[src/rtl/mem_ctrl.sv]
// Byte-serial memory controller: arbitrates an instruction-fetch port and a
// load/store port onto a single 8-bit RAM, one byte per cycle.
module mem_ctrl (
  input  logic        clk,
  input  logic        rst,
  input  logic        if_req,
  input  logic [31:0] if_addr,
  output logic        if_done,
  output logic [31:0] if_inst,
  input  logic        mem_req,
  input  logic        mem_we,
  input  logic [1:0]  mem_len,
  input  logic [31:0] mem_addr,
  input  logic [31:0] mem_wdata,
  output logic        mem_done,
  output logic [31:0] mem_rdata,
  output logic [31:0] ram_a,
  output logic [7:0]  ram_dout,
  output logic        ram_wr,
  input  logic [7:0]  ram_din,
  output logic        busy
);
  localparam logic [1:0] S_IDLE  = 2'd0;
  localparam logic [1:0] S_READ  = 2'd1;
  localparam logic [1:0] S_WRITE = 2'd2;
  localparam logic [1:0] S_DONE  = 2'd3;

  logic [1:0]  state_q, state_d;
  logic [2:0]  cnt_q, cnt_d;
  logic [2:0]  n_q, n_d;
  logic [31:0] base_q, base_d;
  logic [31:0] wdata_q, wdata_d;
  logic        is_mem_q, is_mem_d;
  logic [31:0] data_q, data_d;
  logic [31:0] ram_a_q, ram_a_d;
  logic [7:0]  ram_dout_q, ram_dout_d;
  logic        ram_wr_q, ram_wr_d;
  logic        if_done_q, if_done_d;
  logic        mem_done_q, mem_done_d;
  logic [31:0] if_inst_q, if_inst_d;
  logic [31:0] mem_rdata_q, mem_rdata_d;
  logic [2:0]  mem_n;

  assign mem_n = (mem_len == 2'd0) ? 3'd1 : (mem_len == 2'd1) ? 3'd2 : 3'd4;

  always_comb begin
    state_d     = state_q;
    cnt_d       = cnt_q;
    n_d         = n_q;
    base_d      = base_q;
    wdata_d     = wdata_q;
    is_mem_d    = is_mem_q;
    data_d      = data_q;
    ram_a_d     = ram_a_q;
    ram_dout_d  = ram_dout_q;
    ram_wr_d    = 1'b0;
    if_done_d   = 1'b0;
    mem_done_d  = 1'b0;
    if_inst_d   = 32'd0;
    mem_rdata_d = 32'd0;
    case (state_q)
      S_IDLE: begin
        // Byte 0 is issued straight from the grant edge so it appears in cycle 1.
        if (mem_req) begin
          is_mem_d = 1'b1;
          base_d   = mem_addr;
          n_d      = mem_n;
          wdata_d  = mem_wdata;
          data_d   = 32'd0;
          cnt_d    = 3'd1;
          ram_a_d  = mem_addr;
          if (mem_we) begin
            state_d    = S_WRITE;
            ram_wr_d   = 1'b1;
            ram_dout_d = mem_wdata[7:0];
          end else begin
            state_d = S_READ;
          end
        end else if (if_req) begin
          is_mem_d = 1'b0;
          base_d   = if_addr;
          n_d      = 3'd4;
          data_d   = 32'd0;
          cnt_d    = 3'd1;
          ram_a_d  = if_addr;
          state_d  = S_READ;
        end
      end
      S_READ: begin
        // cnt_q is the cycle index after grant; byte i arrives in cycle i+2.
        cnt_d = cnt_q + 3'd1;
        if (cnt_q < n_q) ram_a_d = base_q + 32'(cnt_q);
        for (int i = 0; i < 4; i++)
          if (32'(cnt_q) == i + 2) data_d[8*i +: 8] = ram_din;
        if (cnt_q == n_q + 3'd1) begin
          state_d = S_DONE;
          if (is_mem_q) begin
            mem_done_d  = 1'b1;
            mem_rdata_d = data_d;
          end else begin
            if_done_d = 1'b1;
            if_inst_d = data_d;
          end
        end
      end
      S_WRITE: begin
        if (cnt_q < n_q) begin
          ram_a_d  = base_q + 32'(cnt_q);
          ram_wr_d = 1'b1;
          for (int i = 0; i < 4; i++)
            if (32'(cnt_q) == i) ram_dout_d = wdata_q[8*i +: 8];
          cnt_d = cnt_q + 3'd1;
        end else begin
          state_d    = S_DONE;
          mem_done_d = 1'b1;
        end
      end
      default: state_d = S_IDLE;
    endcase
  end

  always_ff @(posedge clk) begin
    if (rst) begin
      state_q     <= S_IDLE;
      cnt_q       <= 3'd0;
      n_q         <= 3'd0;
      base_q      <= 32'd0;
      wdata_q     <= 32'd0;
      is_mem_q    <= 1'b0;
      data_q      <= 32'd0;
      ram_a_q     <= 32'd0;
      ram_dout_q  <= 8'd0;
      ram_wr_q    <= 1'b0;
      if_done_q   <= 1'b0;
      mem_done_q  <= 1'b0;
      if_inst_q   <= 32'd0;
      mem_rdata_q <= 32'd0;
    end else begin
      state_q     <= state_d;
      cnt_q       <= cnt_d;
      n_q         <= n_d;
      base_q      <= base_d;
      wdata_q     <= wdata_d;
      is_mem_q    <= is_mem_d;
      data_q      <= data_d;
      ram_a_q     <= ram_a_d;
      ram_dout_q  <= ram_dout_d;
      ram_wr_q    <= ram_wr_d;
      if_done_q   <= if_done_d;
      mem_done_q  <= mem_done_d;
      if_inst_q   <= if_inst_d;
      mem_rdata_q <= mem_rdata_d;
    end
  end

  assign if_done   = if_done_q;
  assign if_inst   = if_inst_q;
  assign mem_done  = mem_done_q;
  assign mem_rdata = mem_rdata_q;
  assign ram_a     = ram_a_q;
  assign ram_dout  = ram_dout_q;
  assign ram_wr    = ram_wr_q;
  assign busy      = (state_q != S_IDLE);
endmodule

[config.mk]
export PLATFORM = sky130hd
export DESIGN_NAME = mem_ctrl
export DESIGN_NICKNAME = d
export VERILOG_FILES = /design/src/rtl/mem_ctrl.sv
export SDC_FILE = /design/constraint.sdc
export NUM_CORES = 1
export LEC_CHECK = 0
export BUFFER_PORTS_ARGS = -buffer_cell sky130_fd_sc_hd__buf_2
export CAP_MARGIN = 10
export CORE_AREA = 2 2 154 156
export CTS_CLUSTER_DIAMETER = 120
export CTS_CLUSTER_SIZE = 25
export DETAILED_ROUTE_END_ITERATION = 16
export DIE_AREA = 0 0 156 158
export GPL_TIMING_DRIVEN = 0
export PLACE_DENSITY = 0.72
export SYNTH_ARGS = -nofsm -noshare
export SYNTH_HDL_FRONTEND = slang
export SYNTH_SLANG_ARGS = --single-unit
[constraint.sdc]
create_clock -name clk -period 5.2 [get_ports clk]
set_clock_uncertainty 0.05 [all_clocks]
set_input_delay 1.56 -clock clk [delete_from_list [all_inputs] [get_ports clk]]
set_output_delay 1.56 -clock clk [all_outputs]
set_load 0.02 [all_outputs]
==> results.cfg, run 1 <==
[grt]
grtUsageMet2_pct = 36.68
grt_start_max_net_pins = 26
grt_use_met1_pct = 27.53
grt_first_pass_wirelength_um = 41410
global_route.overflow_total = 0
busiest_layer = met2
first_global_vias = 7787
grt_antenna_before_repair = 2
overall_routing_resource_usage_pct = 21.21
grt_util_met3_pct = 3.367

[placed_design]
placed_cell_area_um2 = 10470
port_buffers = 209
pre_cts_ws_ns = 1.206
dpl.hpwl_um = 20000
gpl.final_weighted_congestion = 0.9251

[power]
p_total_w = 0.004968
p_comb_share_pct = 37.4
leak_nw = 4.515
seq_power_share_pct = 42.5
switching_power_w = 0.001994
switching_share_of_power_pct = 40.14
cellPowerDensity_nw_per_um2 = 459.6
power.share.clock_pct = 20.1
intPower_w = 0.002974
irDropWorstVdd_v = 0.0002364

[timing]
count_of_endpoints_failing_hold_in_the_final_timing_report = 0
period_needed_ns = 3.580
min_period_over_period_pct = 68.84
finalWorstSetupSlack_ns = 1.620
max_freq_mhz = 279.4
timing.slew.headroom_pct = 40.85
worstMarginPinSlew_ns = 0.8873
setup-tns-final_ns = 0
maxSlewViolCount = 0
grt_setup_unrepaired = false
setup_violations = 0

[finish]
syn2layout_area_growth_pct = 19.33
final_util_pct = 46.88
diode_count = 0
nets = 1400
drive_gt1_share_pct = 19.73
finalInstanceArea_um2 = 10810
filler_cell_count = 2264

[setup_path]
crit_path_max_incr_delay_ns = 0.40
critPathLaunchType = input pin
buffers_and_inverters_on_the_worst_path = 3
critPathMaxFanout = 10
worst-endpoint-required_ns = 5.54
path_delay_family = simple AND/OR/NAND/NOR gates
timing.critical_path.arrival_ns = 3.92
critical_path_class = in -> reg
crit_path_top_delay_cell = nand3_1
r2r-start = state_q[0]$_SDFFE_PP0P_
critical_path.endpoint_type = register
critPathMostFrequentCell = clkbuf_1
cp_cell_sequence = clkbuf_1 > or2_2 > clkbuf_1 > nor2_1 > nor3_1 > nand3_1 > clkbuf_1 > o21ai_0
critical_path.startpoint = if_req

[route]
antenna_left = 0
dr.pass1.iters = 5
avgViaCountPerCell = 5.335
wl_um = 26730
route.detailed.wl_per_inst_um = 17.11
detail_route.iter0.violations = 532
vias = 8333
drc = 0

[worst_hold_path]
timing.hold.worst.class = reg -> reg
min-delay-start = ram_a[0]$_SDFFE_PP0P_

[floorplanning]
core_outline_area_um2 = 23050
start_util_pct = 39.29
fp.dieW_um = 156
placement_rows = 56
die_area_um2 = 24650
die_outline_height_um = 158
top_level_ports = 219

[logic_synthesis]
synth_flop_type = dfxtp_1
mappedNetlistNets = 1177
syn_area_um2 = 9057
yosysWarnings = 0
async_reset_ff_share_pct = 0
avgSynthCellArea_um2 = 8.634
synth_enable_flop_cells = 0
post_synth_num_cell_types = 59
synth-seq-area-share_pct = 46.86
syn_inst = 1049
postSynthRegisterBits = 212

[cts]
clock_latency_ns = 0.48
post_cts.resized_instances = 0
clock_sinks = 212
tritoncts.num_buffers = 12
clockBufferDepth = 3
tritoncts_clock_tree = done
cts_root_buffer = clkbuf_16
worst_setup_hold_path_clk_slew_ns = 0.09
cts_hold_repair.buffers = 0
postCtsSetupBuffers = 0
h-tree-depth = 1

[outcome]
run_status = finished clean

[job]
max_cap_viol_count = 0
cells in the final DEF, fill, tap and decap left out, types with 28 or more instances in the layout:
cell type and count:
a22oi_1 36, nand2_1 121, mux2i_1 61, clkbuf_1 64
dfxtp_1 212, a211oi_1 37, buf_2 217, a21oi_1 61
nor2_1 163, o21ai_0 28
metrics by stage:
step | hold WS, ns | instances
detailed placement | 0.3914 | 1548
CTS | 0.4053 | 1562
global route | 0.4201 | 1562
global placement | 0.3872 | 1548
finish | 0.4022 | 1562
floorplan | 0.3812 | 1049
cell type report:
class | count | area (um^2) | share of cell area (%)
Inverter | 18 | 67.56 | 0.6251
Clock inverter | 1 | 16.27 | 0.1505
Timing Repair Buffer | 209 | 1046 | 9.678
Buffer | 82 | 332.8 | 3.079
Sequential cell | 212 | 4244 | 39.27
Clock buffer | 13 | 325.3 | 3.010
Multi-Input combinational cell | 737 | 4413 | 40.83
Tap cell | 290 | 362.8 | 3.357
final timing paths:
| kind | endpoint | slack [ns] | depth (start not counted) |
|---|---|---|---|
| setup / recovery | ram_a[14]$_SDFFE_PP0P_ | 1.62 | 8 |
| hold / removal | ram_a[0]$_SDFFE_PP0P_ | 0.40 | 2 |
| setup reg to reg | ram_a[14]$_SDFFE_PP0P_ | 1.82 | 8 |
| hold reg to reg | ram_a[0]$_SDFFE_PP0P_ | 0.40 | 2 |
cell families (layout without fill, tap and decap cells):
kind of cell | count (synthesis) | count (layout) | synth area share (%)
muxes | 65 | 65 | 7.239
AOI/OAI and AO/OA | 229 | 229 | 16.33
DFF | 212 | 212 | 46.86
xor gates and xnor gates | 27 | 27 | 2.777
adders and majority gates | 17 | 17 | 2.431
and+or+nand+nor | 399 | 399 | 19.95
buffers and inverters | 100 | 323 | 4.420
tightest hold or removal path, delay by kind of cell, from the launching register on:
family,cells,cell delay [ns]
flip-flops,1,0.32
AO/OA/AOI/OAI,1,0.05
AND/OR/NAND/NOR,1,0.05
metal layers:
| layer | vias up | share of wire [%] |
|---|---|---|
| li1 | 4095 | - |
| met3 | 50 | 6.5 |
| met5 | - | 0.090 |
| met4 | 4 | 2.5 |
| met1 | 3865 | 44 |
| met2 | 319 | 47 |
power groups by stage:
stage / Combinational, W / Sequential (W) / Clock (W)
after floorplan: 0.00115 / 0.00222 / 0
after global placement: 0.00182 / 0.00213 / 0
after detailed placement: 0.00184 / 0.00214 / 0
after CTS: 0.00185 / 0.00210 / 0.00102
after global routing: 0.00206 / 0.00214 / 0.00107
final: 0.00186 / 0.00211 / 0.00100
registers in the layout (all words and copies together) (netlist names):
signal	flops
is_mem_q	1
cnt_q	3
wdata_q	32
base_q	32
if_inst	32
state_q	2
ram_wr	1
if_done	1
n_q	3
ram_a	32
mem_rdata	32
ram_dout	8
data_q	32
mem_done	1
Yosys cell counts (3+ instances only):
| cell | instances | area, um^2 |
|---|---|---|
| nand2b_1 | 19 | 118.9 |
| dfxtp_1 | 212 | 4244 |
| ha_1 | 16 | 200.2 |
| a221o_1 | 8 | 80.08 |
| xnor2_1 | 17 | 148.9 |
| nor2b_1 | 6 | 37.54 |
| o21ai_0 | 28 | 140.1 |
| nor2_1 | 163 | 611.8 |
| mux2_2 | 4 | 45.04 |
| nor4_1 | 12 | 75.07 |
| mux2i_1 | 61 | 610.6 |
| o211ai_1 | 8 | 60.06 |
| and2_1 | 4 | 25.02 |
| a31oi_1 | 22 | 137.6 |
| and3_1 | 6 | 37.54 |
| nand4_1 | 12 | 75.07 |
| clkbuf_1 | 64 | 240.2 |
| o21ai_1 | 4 | 20.02 |
| a211oi_1 | 37 | 277.8 |
| nand3_1 | 17 | 85.08 |
| xor2_1 | 9 | 78.83 |
| nand2_1 | 121 | 454.2 |
| nor3_1 | 18 | 90.09 |
| o22ai_1 | 12 | 75.07 |
| buf_1 | 7 | 26.28 |
| a21oi_1 | 61 | 305.3 |
| inv_1 | 17 | 63.81 |
| buf_2 | 8 | 40.04 |
| and4_1 | 3 | 26.28 |
| or3_1 | 3 | 18.77 |
| a22oi_1 | 36 | 270.3 |
(Power assumes the default switching activity.)
==> inputs of run 2 (changes only) <==
Settings changed: PLACE_DENSITY 0.72 to 0.74.
Clock period 5.2 ns to 3.15 ns, I/O delays scaled along.
==> run 2 against run 1 <==
Against the previous run: clock-buffer cell count stayed put; non-clock buffer count stayed put; sequential cell count did not move; clock power up 64%; global-route usage down 0.20 points; total power up 65%; combinational power rose by 66%; wire length barely moved; design area barely moved; critical path type unchanged; critical endpoint unchanged; highest routed layer is now met4.
==> results.cfg, run 2 (synthesis gave the netlist of run 1 again) <==
[setup_path]
timing.critical_path.depth = 8
timing.critical_path.arrival_ns = 3.20
rr_worst_depth = 8
crit_path_max_incr_delay_ns = 0.39
path_delay_family = simple AND/OR/NAND/NOR gates
critical_path.startpoint = if_req
r2r_setup_slack_ns = 0.32
critPathLaunchType = input pin
critPathMostFrequentCell = clkbuf_1
critical_path.endpoint_type = register
worst-endpoint-required_ns = 3.48
crit_end = ram_a[14]$_SDFFE_PP0P_
crit_path_top_delay_cell = clkbuf_1
critPathMaxFanout = 10
buffers_and_inverters_on_the_worst_path = 3
worst_r2r_endpoint = ram_a[14]$_SDFFE_PP0P_
cp_cell_sequence = clkbuf_1 > or2_2 > clkbuf_1 > nor2_1 > nor3_2 > nand3_1 > clkbuf_1 > o21ai_0
r2r-start = state_q[0]$_SDFFE_PP0P_
critical_path_class = in -> reg

[power]
leak_nw = 4.520
switching_power_w = 0.003296
p_comb_share_pct = 37.6
switching_share_of_power_pct = 40.15
irDropWorstVdd_v = 0.0003927
seq_power_share_pct = 42.4
cellPowerDensity_nw_per_um2 = 759.0
power.share.clock_pct = 20.0
intPower_w = 0.004914

[grt]
first_global_vias = 7904
overall_routing_resource_usage_pct = 21.01
global_route.overflow_total = 0
grt_antenna_before_repair = 1
grt_start_max_net_pins = 26
grt_first_pass_wirelength_um = 41150

[cts]
postCtsSetupBuffers = 0
worst_setup_hold_path_clk_slew_ns = 0.10
cts_root_buffer = clkbuf_16
h-tree-depth = 1
tritoncts.num_buffers = 12
clock_sinks = 212
clock_latency_ns = 0.47
cts_hold_repair.buffers = 0
tritoncts_clock_tree = done
clockBufferDepth = 3

[job]
max_cap_viol_count = 0

[route]
wl_um = 26750
vias = 8369
drc = 0
avgViaCountPerCell = 5.354
route.detailed.wl_per_inst_um = 17.11
detail_route.iter0.violations = 526
antenna_left = 0
dr.pass1.iters = 5

[placed_design]
port_buffers = 209
gpl.final_weighted_congestion = 0.9027
place_inst = 1548
dpl.hpwl_um = 19920

[timing]
min_period_over_period_pct = 90.99
count_of_endpoints_failing_hold_in_the_final_timing_report = 0
timing.slew.headroom_pct = 42.05
period_needed_ns = 2.866
maxSlewViolCount = 0
setup_violations = 0
grt_setup_unrepaired = false
worstMarginPinSlew_ns = 0.8692
max_freq_mhz = 348.9

[finish]
mostFrequentLayoutCells = buf_2 (217), dfxtp_1 (212), nor2_1 (163)
drive_gt1_share_pct = 19.97
syn2layout_area_growth_pct = 19.44
nets = 1400
final-instance-count-excl-fill = 1563
mostFrequentLayoutCell = buf_2
final_util_pct = 46.93

[worst_hold_path]
timing.hold.worst.class = reg -> reg
hold_path_depth = 2

[outcome]
run_status = finished clean

[floorplanning]
placement_rows = 56
start_util_pct = 39.29
top_level_ports = 219
die_outline_height_um = 158
fp.dieW_um = 156
die_area_um2 = 24650
core_outline_area_um2 = 23050
run 2: power groups by stage:
stage                     Sequential [W]  Clock (W)  Combinational, W
after floorplan                  0.00366          0           0.00190
after global placement           0.00352          0           0.00300
after detailed placement         0.00353          0           0.00305
after CTS                        0.00347    0.00167           0.00307
after global routing             0.00353    0.00175           0.00341
final                            0.00348    0.00164           0.00309
run 2: routing by layer:
metal	vias up	GRT usage [%]	wire, um
met5	-	0	0
met4	0	6.378	640
met3	46	3.203	1849
met2	316	36.14	12500
met1	3920	27.28	11760
li1	4087	-	-
run 2: worst min path at each step:
stage                                  start                       end
floorplan           wdata_q[24]$_SDFFE_PP0P_  wdata_q[24]$_SDFFE_PP0P_
global placement    wdata_q[24]$_SDFFE_PP0P_  wdata_q[24]$_SDFFE_PP0P_
detailed placement  wdata_q[24]$_SDFFE_PP0P_  wdata_q[24]$_SDFFE_PP0P_
CTS                    ram_a[0]$_SDFFE_PP0P_     ram_a[0]$_SDFFE_PP0P_
global route           ram_a[0]$_SDFFE_PP0P_     ram_a[0]$_SDFFE_PP0P_
finish                 ram_a[0]$_SDFFE_PP0P_     ram_a[0]$_SDFFE_PP0P_
run 2: final cells by class:
class / count / area [um^2]
Antenna cell: 1 / 2.502
Buffer: 82 / 334.1
Clock buffer: 13 / 325.3
Clock inverter: 1 / 16.27
Fill cell: 2243 / 12230
Inverter: 18 / 68.82
Multi-Input combinational cell: 737 / 4418
Sequential cell: 212 / 4244
Tap cell: 290 / 362.8
Timing Repair Buffer: 209 / 1046
run 2: what timing repair did:
action,in CTS,in global routing
gates resized for setup,2,2
setup endpoints to repair,10,10
hold endpoints to repair,0,0
run 2: through the flow:
step,area (um^2),TNS (ns),setup WS (ns),hold WS [ns],power [W]
2_1_floorplan,9057,0,0.5864,0.3812,0.005563
3_3_place_gp,10470,-3.081,-0.3389,0.3890,0.006516
3_5_place_dp,10470,-2.952,-0.3333,0.3919,0.006576
4_1_cts,10810,0,0.06943,0.4052,0.008204
5_1_grt,10820,0,0.1042,0.4160,0.008694
6_report,10820,0,0.2839,0.4027,0.008210
run 2: worst reg2reg max path, cell delays in order (launching register included):
cell	delay, ns
dfxtp_1	0.41
inv_1	0.09
ha_1	0.30
clkbuf_2	0.28
clkinv_2	0.24
nor3_2	0.37
nand3_1	0.38
clkbuf_1	0.39
o21ai_0	0.24
==> inputs of run 3 (changes only) <==
Settings changed: CORE_AREA 2 2 154 156 to 3 3 155 157, CTS_CLUSTER_DIAMETER 120 to not set, DIE_AREA 0 0 156 158 to 0 0 158 160, REMOVE_ABC_BUFFERS set to 1.
==> run 3 against run 2 <==
Against the previous run: critical path depth shrank 1; clock power increased by 71%; setup slack worse by 0.070 ns; non-clock buffer count shrank 65.
==> results.cfg, run 3 (synthesis gave the netlist of run 1 again) <==
[power]
irDropWorstVdd_v = 0.0005773
leak_nw = 4.735
power.share.clock_pct = 30.1
p_comb_share_pct = 32.4
switching_share_of_power_pct = 37.00
switching_power_w = 0.003437
intPower_w = 0.005853
cellPowerDensity_nw_per_um2 = 831.4
seq_power_share_pct = 37.5

[cts]
h-tree-depth = 1
clock_sinks = 212
tritoncts.num_buffers = 24
tritoncts_clock_tree = done
cts_root_buffer = clkbuf_16
clockBufferDepth = 3
clock_latency_ns = 0.53
worst_setup_hold_path_clk_slew_ns = 0.06

[floorplanning]
fp.dieW_um = 158
core_outline_area_um2 = 22640
top_level_ports = 219
die_outline_height_um = 160
die_area_um2 = 25280
start_util_pct = 40.01
placement_rows = 55

[setup_path]
critPathMaxFanout = 81
timing.critical_path.arrival_ns = 3.29
critical_path.endpoint_type = register
rr_worst_depth = 6
worst-endpoint-required_ns = 3.51
r2r-start = state_q[1]$_SDFFE_PP0P_
r2r_setup_slack_ns = 0.22
critPathLaunchType = input pin
critical_path_class = in -> reg
worst_r2r_endpoint = ram_a[29]$_SDFFE_PP0P_

[timing]
max_freq_mhz = 340.6
finalWorstSetupSlack_ns = 0.2137
worstMarginPinSlew_ns = 0.8115
count_of_endpoints_failing_hold_in_the_final_timing_report = 0
grt_setup_unrepaired = false
holdWs_ns = 0.3993
period_needed_ns = 2.936
setup_violations = 0
maxSlewViolCount = 0
setup-tns-final_ns = 0
timing.slew.headroom_pct = 45.54
min_period_over_period_pct = 93.21

[placed_design]
dpl.hpwl_um = 17670
pre_cts_ws_ns = -0.9415
port_buffers = 218
placed_cell_area_um2 = 10260
gpl.final_weighted_congestion = 0.8175
place_inst = 1473

[route]
wl_um = 25980
drc = 0
antenna_left = 0
route.detailed.wl_per_inst_um = 17.08
dr.pass1.iters = 5
detail_route.iter0.violations = 577
avgViaCountPerCell = 5.377
vias = 8178

[grt]
grt_first_pass_wirelength_um = 39800
overall_routing_resource_usage_pct = 19.26
grt_start_max_net_pins = 82
global_route.overflow_total = 0
first_global_vias = 7617
grt_antenna_before_repair = 2

[worst_hold_path]
hold_path_end = wdata_q[27]$_SDFFE_PP0P_
hold_path_depth = 2
min-delay-start = wdata_q[27]$_SDFFE_PP0P_
timing.hold.worst.class = reg -> reg

[finish]
drive_gt1_share_pct = 23.32
finalInstanceArea_um2 = 11170
mostFrequentLayoutCells = buf_2 (216), dfxtp_1 (212), nor2_1 (163)
nets = 1347
final-instance-count-excl-fill = 1521
syn2layout_area_growth_pct = 23.37
mostFrequentLayoutCell = buf_2

[outcome]
run_status = finished clean

[job]
max_cap_viol_count = 0
run 3: cell count changes in the layout (fill, tap and decap cells not counted), moves of 2 or more:
cell and delta:
clkinv_2 +3, buf_4 +2, buf_1 -7, bufinv_16 +3, and2_2 +2, buf_16 +5
nand2_1 -3, clkbuf_1 -54, nand2_2 +2, clkbuf_16 +11, and2_1 -2
run 3: per-layer routing:
| layer | vias up | GRT usage [%] | share of wire, % |
|---|---|---|---|
| met3 | 36 | 4.336 | 7.8 |
| met1 | 3865 | 25.35 | 44 |
| met5 | - | 0 | 0.081 |
| li1 | 4002 | - | - |
| met4 | 4 | 3.246 | 1.5 |
| met2 | 271 | 32.82 | 47 |
run 3: power groups by stage:
stage          Combinational (W)  Sequential (W)  Clock [W]
2_1_floorplan            0.00173         0.00367          0
3_3_place_gp             0.00283         0.00351          0
3_5_place_dp             0.00290         0.00353          0
4_1_cts                  0.00294         0.00347    0.00287
5_1_grt                  0.00329         0.00354    0.00298
6_report                 0.00301         0.00348    0.00280
run 3: worst max path at each step:
stage,start,to,slack [ns],depth (start not counted)
2_1_floorplan,mem_req,ram_a[13]$_SDFFE_PP0P_,0.51,5
5_1_grt,rst,if_inst[0]$_SDFF_PP0_,0.07,7
4_1_cts,rst,if_inst[7]$_SDFF_PP0_,0.0007,7
6_report,rst,if_inst[7]$_SDFF_PP0_,0.21,7
3_5_place_dp,mem_req,ram_a[21]$_SDFFE_PP0P_,-0.94,6
3_3_place_gp,rst,if_inst[19]$_SDFF_PP0_,-2.65,5
run 3: cell type report:
class | instances | area, um^2
diodes | 1 | 2.502
clock buffers | 33 | 634.4
clock inverters | 9 | 155.1
fillers | 2160 | 11470
inverters | 18 | 68.82
multi-input cells | 737 | 4449
flip-flops and latches | 212 | 4244
well taps | 285 | 356.6
repair buffers | 226 | 1264
run 3: timing repair:
action                     CTS  global route
hold buffers                 0             0
setup endpoints to repair   65            57
resized for setup            8             4
setup buffers                0             2
run 3: stage by stage:
stage | util (%) | total power, W
floorplan | - | 0.005401
global placement | 44.93 | 0.006335
detailed placement | 45.31 | 0.006428
CTS | 48.89 | 0.009274
global route | 49.35 | 0.009816
finish | 49.36 | 0.009290
run 3: critical path, stage by stage:
cell and delay [ns]:
buf_4 0.52, buf_16 0.37, inv_1 0.43, and3_1 0.37, nand2b_2 0.31, buf_16 0.20, nor2_1 0.06
